`src/rtl/ode_euler_pkg.sv`:
```
// Shared constants and FSM state encoding for the Euler step scaler.
package ode_euler_pkg;

    localparam int unsigned SIZE_DEF = 16;
    localparam int unsigned FRAC_DEF = 8;
    localparam int unsigned ST_W     = 3;

    typedef logic [ST_W-1:0] state_t;

    localparam state_t ST_IDLE   = 3'd0;
    localparam state_t ST_WAIT_F = 3'd1;
    localparam state_t ST_MUL    = 3'd2;
    localparam state_t ST_ISSUE  = 3'd3;
    localparam state_t ST_DONE   = 3'd4;

    // Signed range limits for the default data width
    localparam logic signed [SIZE_DEF-1:0] SMAX_DEF = 16'sh7FFF;
    localparam logic signed [SIZE_DEF-1:0] SMIN_DEF = 16'sh8000;

endpackage

```
`src/rtl/euler_step_scaler_fx_mul.sv`:
```
// Signed fixed-point multiply with floor shift and overflow detect.
// Define SCALER_SATURATE_EN to clamp overflowing results instead of wrapping.
module fx_mul
    import ode_euler_pkg::*;
#(
    parameter int unsigned W = SIZE_DEF,
    parameter int unsigned F = FRAC_DEF
) (
    input  logic signed [W-1:0] a_i,
    input  logic signed [W-1:0] b_i,
    output logic        [W-1:0] res_c_o,
    output logic                ovf_c_o
);

    localparam int unsigned PW = 2 * W;
    localparam logic [W-1:0] SMAX = {1'b0, {(W-1){1'b1}}};
    localparam logic [W-1:0] SMIN = {1'b1, {(W-1){1'b0}}};

    logic signed [PW-1:0] prod;
    logic signed [PW-1:0] shifted;
    logic        [W:0]    upper;

    // Result fits in W bits only when the bits from the sign position up agree
    always_comb begin
        prod    = PW'(a_i) * PW'(b_i);
        shifted = prod >>> F;
        upper   = shifted[PW-1:W-1];
        ovf_c_o = ~((&upper) | ~(|upper));
`ifdef SCALER_SATURATE_EN
        res_c_o = ovf_c_o ? (shifted[PW-1] ? SMIN : SMAX) : shifted[W-1:0];
`else
        res_c_o = shifted[W-1:0];
`endif
    end

endmodule

```
`src/rtl/euler_step_scaler.sv`:
```
// Sequences h*f increments for a downstream accumulator, one step in flight.
// Saturating increments are selected with SCALER_SATURATE_EN (default: wrap).
module euler_step_scaler
    import ode_euler_pkg::*;
#(
    parameter int unsigned Size = SIZE_DEF,
    parameter int unsigned FRAC = FRAC_DEF
) (
    input  logic            clk,
    input  logic            rst_async,
    input  logic            rst_sync,
    input  logic            start,
    input  logic [Size-1:0] h,
    input  logic [15:0]     num_steps,
    input  logic            f_valid,
    input  logic [Size-1:0] f_data,
    output logic            f_ready,
    output logic [Size-1:0] inc_out,
    output logic            inc_valid,
    output logic            acc_clr,
    output logic [15:0]     step_cnt,
    output logic            busy,
    output logic            done,
    output logic            ovf
);

    localparam int unsigned CW = 16;

    state_t          state_q, state_d;
    logic [Size-1:0] h_q, h_d;
    logic [CW-1:0]   ns_q, ns_d;
    logic [Size-1:0] f_q, f_d;
    logic [CW-1:0]   cnt_q, cnt_d;
    logic [Size-1:0] inc_q, inc_d;
    logic            ovf_q, ovf_d;
    logic            clr_q, clr_d;
    logic            fr_q, fr_d;
    logic            iv_q, iv_d;
    logic            busy_q, busy_d;
    logic            done_q, done_d;

    logic [Size-1:0] mul_res;
    logic            mul_ovf;

    fx_mul #(
        .W (Size),
        .F (FRAC)
    ) u_fx_mul (
        .a_i     (h_q),
        .b_i     (f_q),
        .res_c_o (mul_res),
        .ovf_c_o (mul_ovf)
    );

    always_ff @(posedge clk or posedge rst_async) begin
        if (rst_async) begin
            state_q <= ST_IDLE;
            h_q     <= '0;
            ns_q    <= '0;
            f_q     <= '0;
            cnt_q   <= '0;
            inc_q   <= '0;
            ovf_q   <= 1'b0;
            clr_q   <= 1'b0;
            fr_q    <= 1'b0;
            iv_q    <= 1'b0;
            busy_q  <= 1'b0;
            done_q  <= 1'b0;
        end else begin
            state_q <= state_d;
            h_q     <= h_d;
            ns_q    <= ns_d;
            f_q     <= f_d;
            cnt_q   <= cnt_d;
            inc_q   <= inc_d;
            ovf_q   <= ovf_d;
            clr_q   <= clr_d;
            fr_q    <= fr_d;
            iv_q    <= iv_d;
            busy_q  <= busy_d;
            done_q  <= done_d;
        end
    end

    // Next state; status outputs are registered from the state being entered
    always_comb begin
        state_d = state_q;
        h_d     = h_q;
        ns_d    = ns_q;
        f_d     = f_q;
        cnt_d   = cnt_q;
        ovf_d   = ovf_q;
        inc_d   = '0;
        clr_d   = 1'b0;

        unique case (state_q)
            ST_IDLE: begin
                if (start) begin
                    h_d     = h;
                    ns_d    = num_steps;
                    cnt_d   = '0;
                    ovf_d   = 1'b0;
                    clr_d   = 1'b1;
                    state_d = (num_steps == '0) ? ST_DONE : ST_WAIT_F;
                end
            end
            ST_WAIT_F: begin
                if (f_valid && fr_q) begin
                    f_d     = f_data;
                    state_d = ST_MUL;
                end
            end
            ST_MUL: begin
                inc_d   = mul_res;
                ovf_d   = ovf_q | mul_ovf;
                state_d = ST_ISSUE;
            end
            ST_ISSUE: begin
                cnt_d   = cnt_q + CW'(1);
                state_d = (cnt_d == ns_q) ? ST_DONE : ST_WAIT_F;
            end
            ST_DONE: state_d = ST_IDLE;
            default: state_d = ST_IDLE;
        endcase

        if (rst_sync) begin
            state_d = ST_IDLE;
            h_d     = '0;
            ns_d    = '0;
            f_d     = '0;
            cnt_d   = '0;
            ovf_d   = 1'b0;
            inc_d   = '0;
            clr_d   = 1'b0;
        end

        fr_d   = (state_d == ST_WAIT_F);
        iv_d   = (state_d == ST_ISSUE);
        busy_d = (state_d != ST_IDLE);
        done_d = (state_d == ST_DONE);
    end

    assign f_ready   = fr_q;
    assign inc_out   = inc_q;
    assign inc_valid = iv_q;
    assign acc_clr   = clr_q;
    assign step_cnt  = cnt_q;
    assign busy      = busy_q;
    assign done      = done_q;
    assign ovf       = ovf_q;

endmodule

```
`config.mk`:
```
export PLATFORM = sky130hd
export DESIGN_NAME = euler_step_scaler
export DESIGN_NICKNAME = d
export VERILOG_FILES = /design/src/rtl/ode_euler_pkg.sv /design/src/rtl/euler_step_scaler_fx_mul.sv /design/src/rtl/euler_step_scaler.sv
export SDC_FILE = /design/constraint.sdc
export NUM_CORES = 1
export LEC_CHECK = 0
export ABC_AREA = 1
export BUFFER_PORTS_ARGS = -buffer_cell sky130_fd_sc_hd__buf_4
export CAP_MARGIN = 20
export CORE_MARGIN = 2
export CORE_UTILIZATION = 45
export CTS_CLUSTER_SIZE = 16
export DETAILED_ROUTE_END_ITERATION = 7
export SETUP_SLACK_MARGIN = 0.1
export SLEW_MARGIN = 20
export SYNTH_ARGS = -nofsm -noshare
export SYNTH_HDL_FRONTEND = slang
export SYNTH_SLANG_ARGS = --single-unit
export TNS_END_PERCENT = 100
```
`constraint.sdc`:
```
create_clock -name clk -period 19.5 [get_ports clk]
set_clock_uncertainty 0.1 [all_clocks]
set_input_delay 1.95 -clock clk [delete_from_list [all_inputs] [get_ports clk]]
set_output_delay 1.95 -clock clk [all_outputs]
set_load 0.05 [all_outputs]
```
==> load_flow_metrics.sql <==
INSERT INTO impl_metrics (metric_group, metric, value, unit) VALUES
('placement', 'placement.io_buffers', '90', ''),
('routing', 'drtAntennaViolNets', '0', ''),
('clock_tree', 'tritoncts.num_buffers', '9', ''),
('die', 'dieWidth', '186', 'µm'),
('timing', 'min_period_over_period', '34.50', '%'),
('routing', 'drt_first_pass_iters', '5', ''),
('timing', 'fin_crit', '6727', 'ps'),
('power', 'power_density', '31.35', 'nW/µm²'),
('clock_tree', 'post_cts.repair.setup_buffers', '0', ''),
('clock_tree', 'clock-sinks', '89', ''),
('clock_tree', 'ctsRootBufferMaster', 'clkbuf_16', ''),
('cells_and_area', 'areaGrowthSynthToFinish', '8.839', '%'),
('worst_setup_path', 'critPathMaxFanout', '16', ''),
('clock_tree', 'post_cts.resized_instances', '0', ''),
('synth', 'synth_largest_type_area_fraction', '35.05', '%'),
('cells_and_area', 'nets', '2408', ''),
('global_routing', 'grt_first_pass_wirelength', '63.72', 'mm'),
('worst_setup_path', 'worst_setup_path_end_kind', 'flop', ''),
('cells_and_area', 'fraction_of_final_layout_cells_with_drive_strength_greater_than_1', '7.479', '%'),
('die', 'initial_core_util', '45.70', '%'),
('power', 'totalPowerFinal', '0.5086', 'mW'),
('global_routing', 'pin_count_of_the_biggest_net_entering_global_routing', '70', ''),
('routing', 'routed_wire_per_std_cell', '15.27', 'µm'),
('timing', 'fmaxAchievable', '148.6', 'MHz'),
('clock_tree', 'cts_hold_buf', '0', ''),
('synth', 'synth_sequential_area_ratio', '14.94', '%'),
('routing', 'first_iter_violations', '612', ''),
('routing', 'drt-total-wl', '37.58', 'mm'),
('placement', 'place.gp.congestion', '0.9149', ''),
('run', 'drv_cap', '0', ''),
('synth', 'synth_nets', '2378', ''),
('clock_tree', 'cts_buffer_depth', '2', ''),
('power', 'ir_drop', '0.00004076', 'V'),
('timing', 'holdWs', '423.9', 'ps'),
('timing', 'setup_tns', '0', 'ps'),
('synth', 'synth_cells', '1984', ''),
('synth', 'ys_types', '36', ''),
('synth', 'synth-seq-cells', '89', ''),
('die', 'std_cell_rows', '66', ''),
('timing', 'tightest_slew', '924.5', 'ps'),
('synth', 'synth-edff-count', '0', ''),
('die', 'floorplan.die.height', '186', 'µm'),
('worst_setup_path', 'crit_path_required_time', '19640', 'ps'),
('routing', 'via_count', '11972', ''),
('die', 'design.portCount', '91', ''),
('synth', 'synth_largest_area_cell', 'fa_1', ''),
('clock_tree', 'clk_transition_reported_paths', '70', 'ps'),
('global_routing', 'first_global_vias', '12961', ''),
('timing', 'timing.final.hold_violations', '0', ''),
('clock_tree', 'clkLatencyLatePin', '360', 'ps'),
('global_routing', 'grt_usage', '23.71', '%'),
('worst_setup_path', 'regToRegStartpoint', 'f_q[1]', ''),
('outcome', 'outcome', 'complete, no violations', ''),
('synth', 'yosys_warnings', '0', ''),
('placement', 'post_dp_cell_area', '15890', 'µm²'),
('cells_and_area', 'final_cell_area', '16220', 'µm²'),
('cells_and_area', 'fillers', '3210', ''),
('worst_setup_path', 'critPathLaunchType', 'flop', ''),
('clock_tree', 'htreeDepth', '3', ''),
('synth', 'synthFlopType', 'dfrtp_1', ''),
('power', 'total_leakage_power', '9.145', 'nW'),
('min_path', 'worst_hold_startpoint', 'ns_q[1]', ''),
('worst_setup_path', 'crit_path_kind', 'flop to flop', ''),
('worst_setup_path', 'critical_path_arrival', '6860', 'ps'),
('global_routing', 'number_of_antenna_violations_at_the_first_check_in_global_routing', '0', ''),
('synth', 'netlist_top_cells_count', 'nand2_1 (566), inv_1 (555), fa_1 (261), nor2_1 (92), dfrtp_1 (89)', ''),
('timing', 'max-slew-margin-rel', '38.30', '%'),
('die', 'core_area', '32620', 'µm²'),
('worst_setup_path', 'cp_slowest_stage_delay', '700', 'ps'),
('synth', 'syn_area_per_cell', '7.513', 'µm²'),
('timing', 'timing_max_transition_violations_final', '0', '');
==> flip-flops by register name, indices dropped and copies added (netlist names) <==
| signal | flops |
|---|---|
| state_q | 3 |
| step_cnt | 16 |
| done | 1 |
| inc_out | 16 |
| f_q | 16 |
| ovf | 1 |
| h_q | 16 |
| f_ready | 1 |
| inc_valid | 1 |
| busy | 1 |
| ns_q | 16 |
| acc_clr | 1 |
==> layout by cell type, fill, tap and decap left out, types with 2 or more instances in the layout <==
master     count
nand3b_1       3
o21bai_1       4
nor4_1         6
nor2_2         6
dfrtp_1       89
o22ai_1       14
inv_1        554
or2_2          2
clkbuf_16      9
xor2_1         9
bufinv_16      2
nand2_1      566
clkinv_4       2
fa_1         261
nand2_2       15
nor2_4         2
nor2_1        90
nand3_1       58
o21ai_2        3
ha_1          80
buf_4         94
inv_2          2
a22o_1        12
a21oi_1       48
xnor2_1        8
nor3_2         3
nand4_1       15
nand3_2        6
o21ai_0       37
nor3_1         7
==> path summary, 6_finish.rpt <==
check / end / slack [ps] / cells past startpoint
hold reg to reg: ns_q[1] / 420 / 2
setup / recovery: ovf / 12770 / 28
max in group asynchronous: state_q[1] / 16670 / 3
min in group asynchronous: h_q[2] / 1430 / 2
setup reg to reg: ovf / 12770 / 28
hold / removal: ns_q[1] / 420 / 2
==> where the power goes <==
group | leakage [nW] | switching (mW) | internal [mW]
sequential | 1.22 | 0.0249 | 0.191
combinational | 7.76 | 0.0549 | 0.0353
clock | 0.165 | 0.0845 | 0.118
==> final cells by class <==
class | count | area [µm²] | share of cell area, %
Timing Repair Buffer | 94 | 705.7 | 4.350
Clock buffer | 10 | 239.0 | 1.473
Tap cell | 442 | 553.0 | 3.409
Inverter | 557 | 2093 | 12.90
Clock inverter | 6 | 97.59 | 0.6016
Sequential cell | 89 | 2227 | 13.73
Multi-Input combinational cell | 1263 | 10310 | 63.54
==> cell families after synthesis <==
family,after synthesis,share of synthesized area (%)
AO/OA/AOI/OAI,122,4.701
XOR/XNOR,17,0.9990
adder cells (fa/ha/maj),341,41.77
buffers and inverters,632,15.94
flip-flops,89,14.94
multiplexers,1,0.06716
AND/OR/NAND/NOR,782,21.58
==> per-stage QoR <==
stage / cells / setup WS [ps] / utilization, %
after global routing: 2461 / 12210 / 49.74
after global placement: 2445 / 12860 / 48.70
after CTS: 2461 / 12740 / 49.74
final: 2461 / 12770 / 49.74
after detailed placement: 2445 / 12800 / 48.70
after floorplan: 1984 / 13340 / -
==> routing by layer <==
metal	vias to the layer above	global-route usage [%]	part of all wire, %
met1	5910	29.81	43
li1	5763	-	-
met5	-	0	0
met4	0	7.370	2.5
met2	243	43.29	51
met3	56	1.859	3.7
==> worst max-delay path: cells and delay by family (launching register included) <==
kind | cells | cell delay, ps
buffers and inverters | 5 | 420
adders and majority gates | 7 | 3920
and+or+nand+nor | 16 | 1550
DFF | 1 | 620
Note: power is estimated with default switching activity, not from simulation.
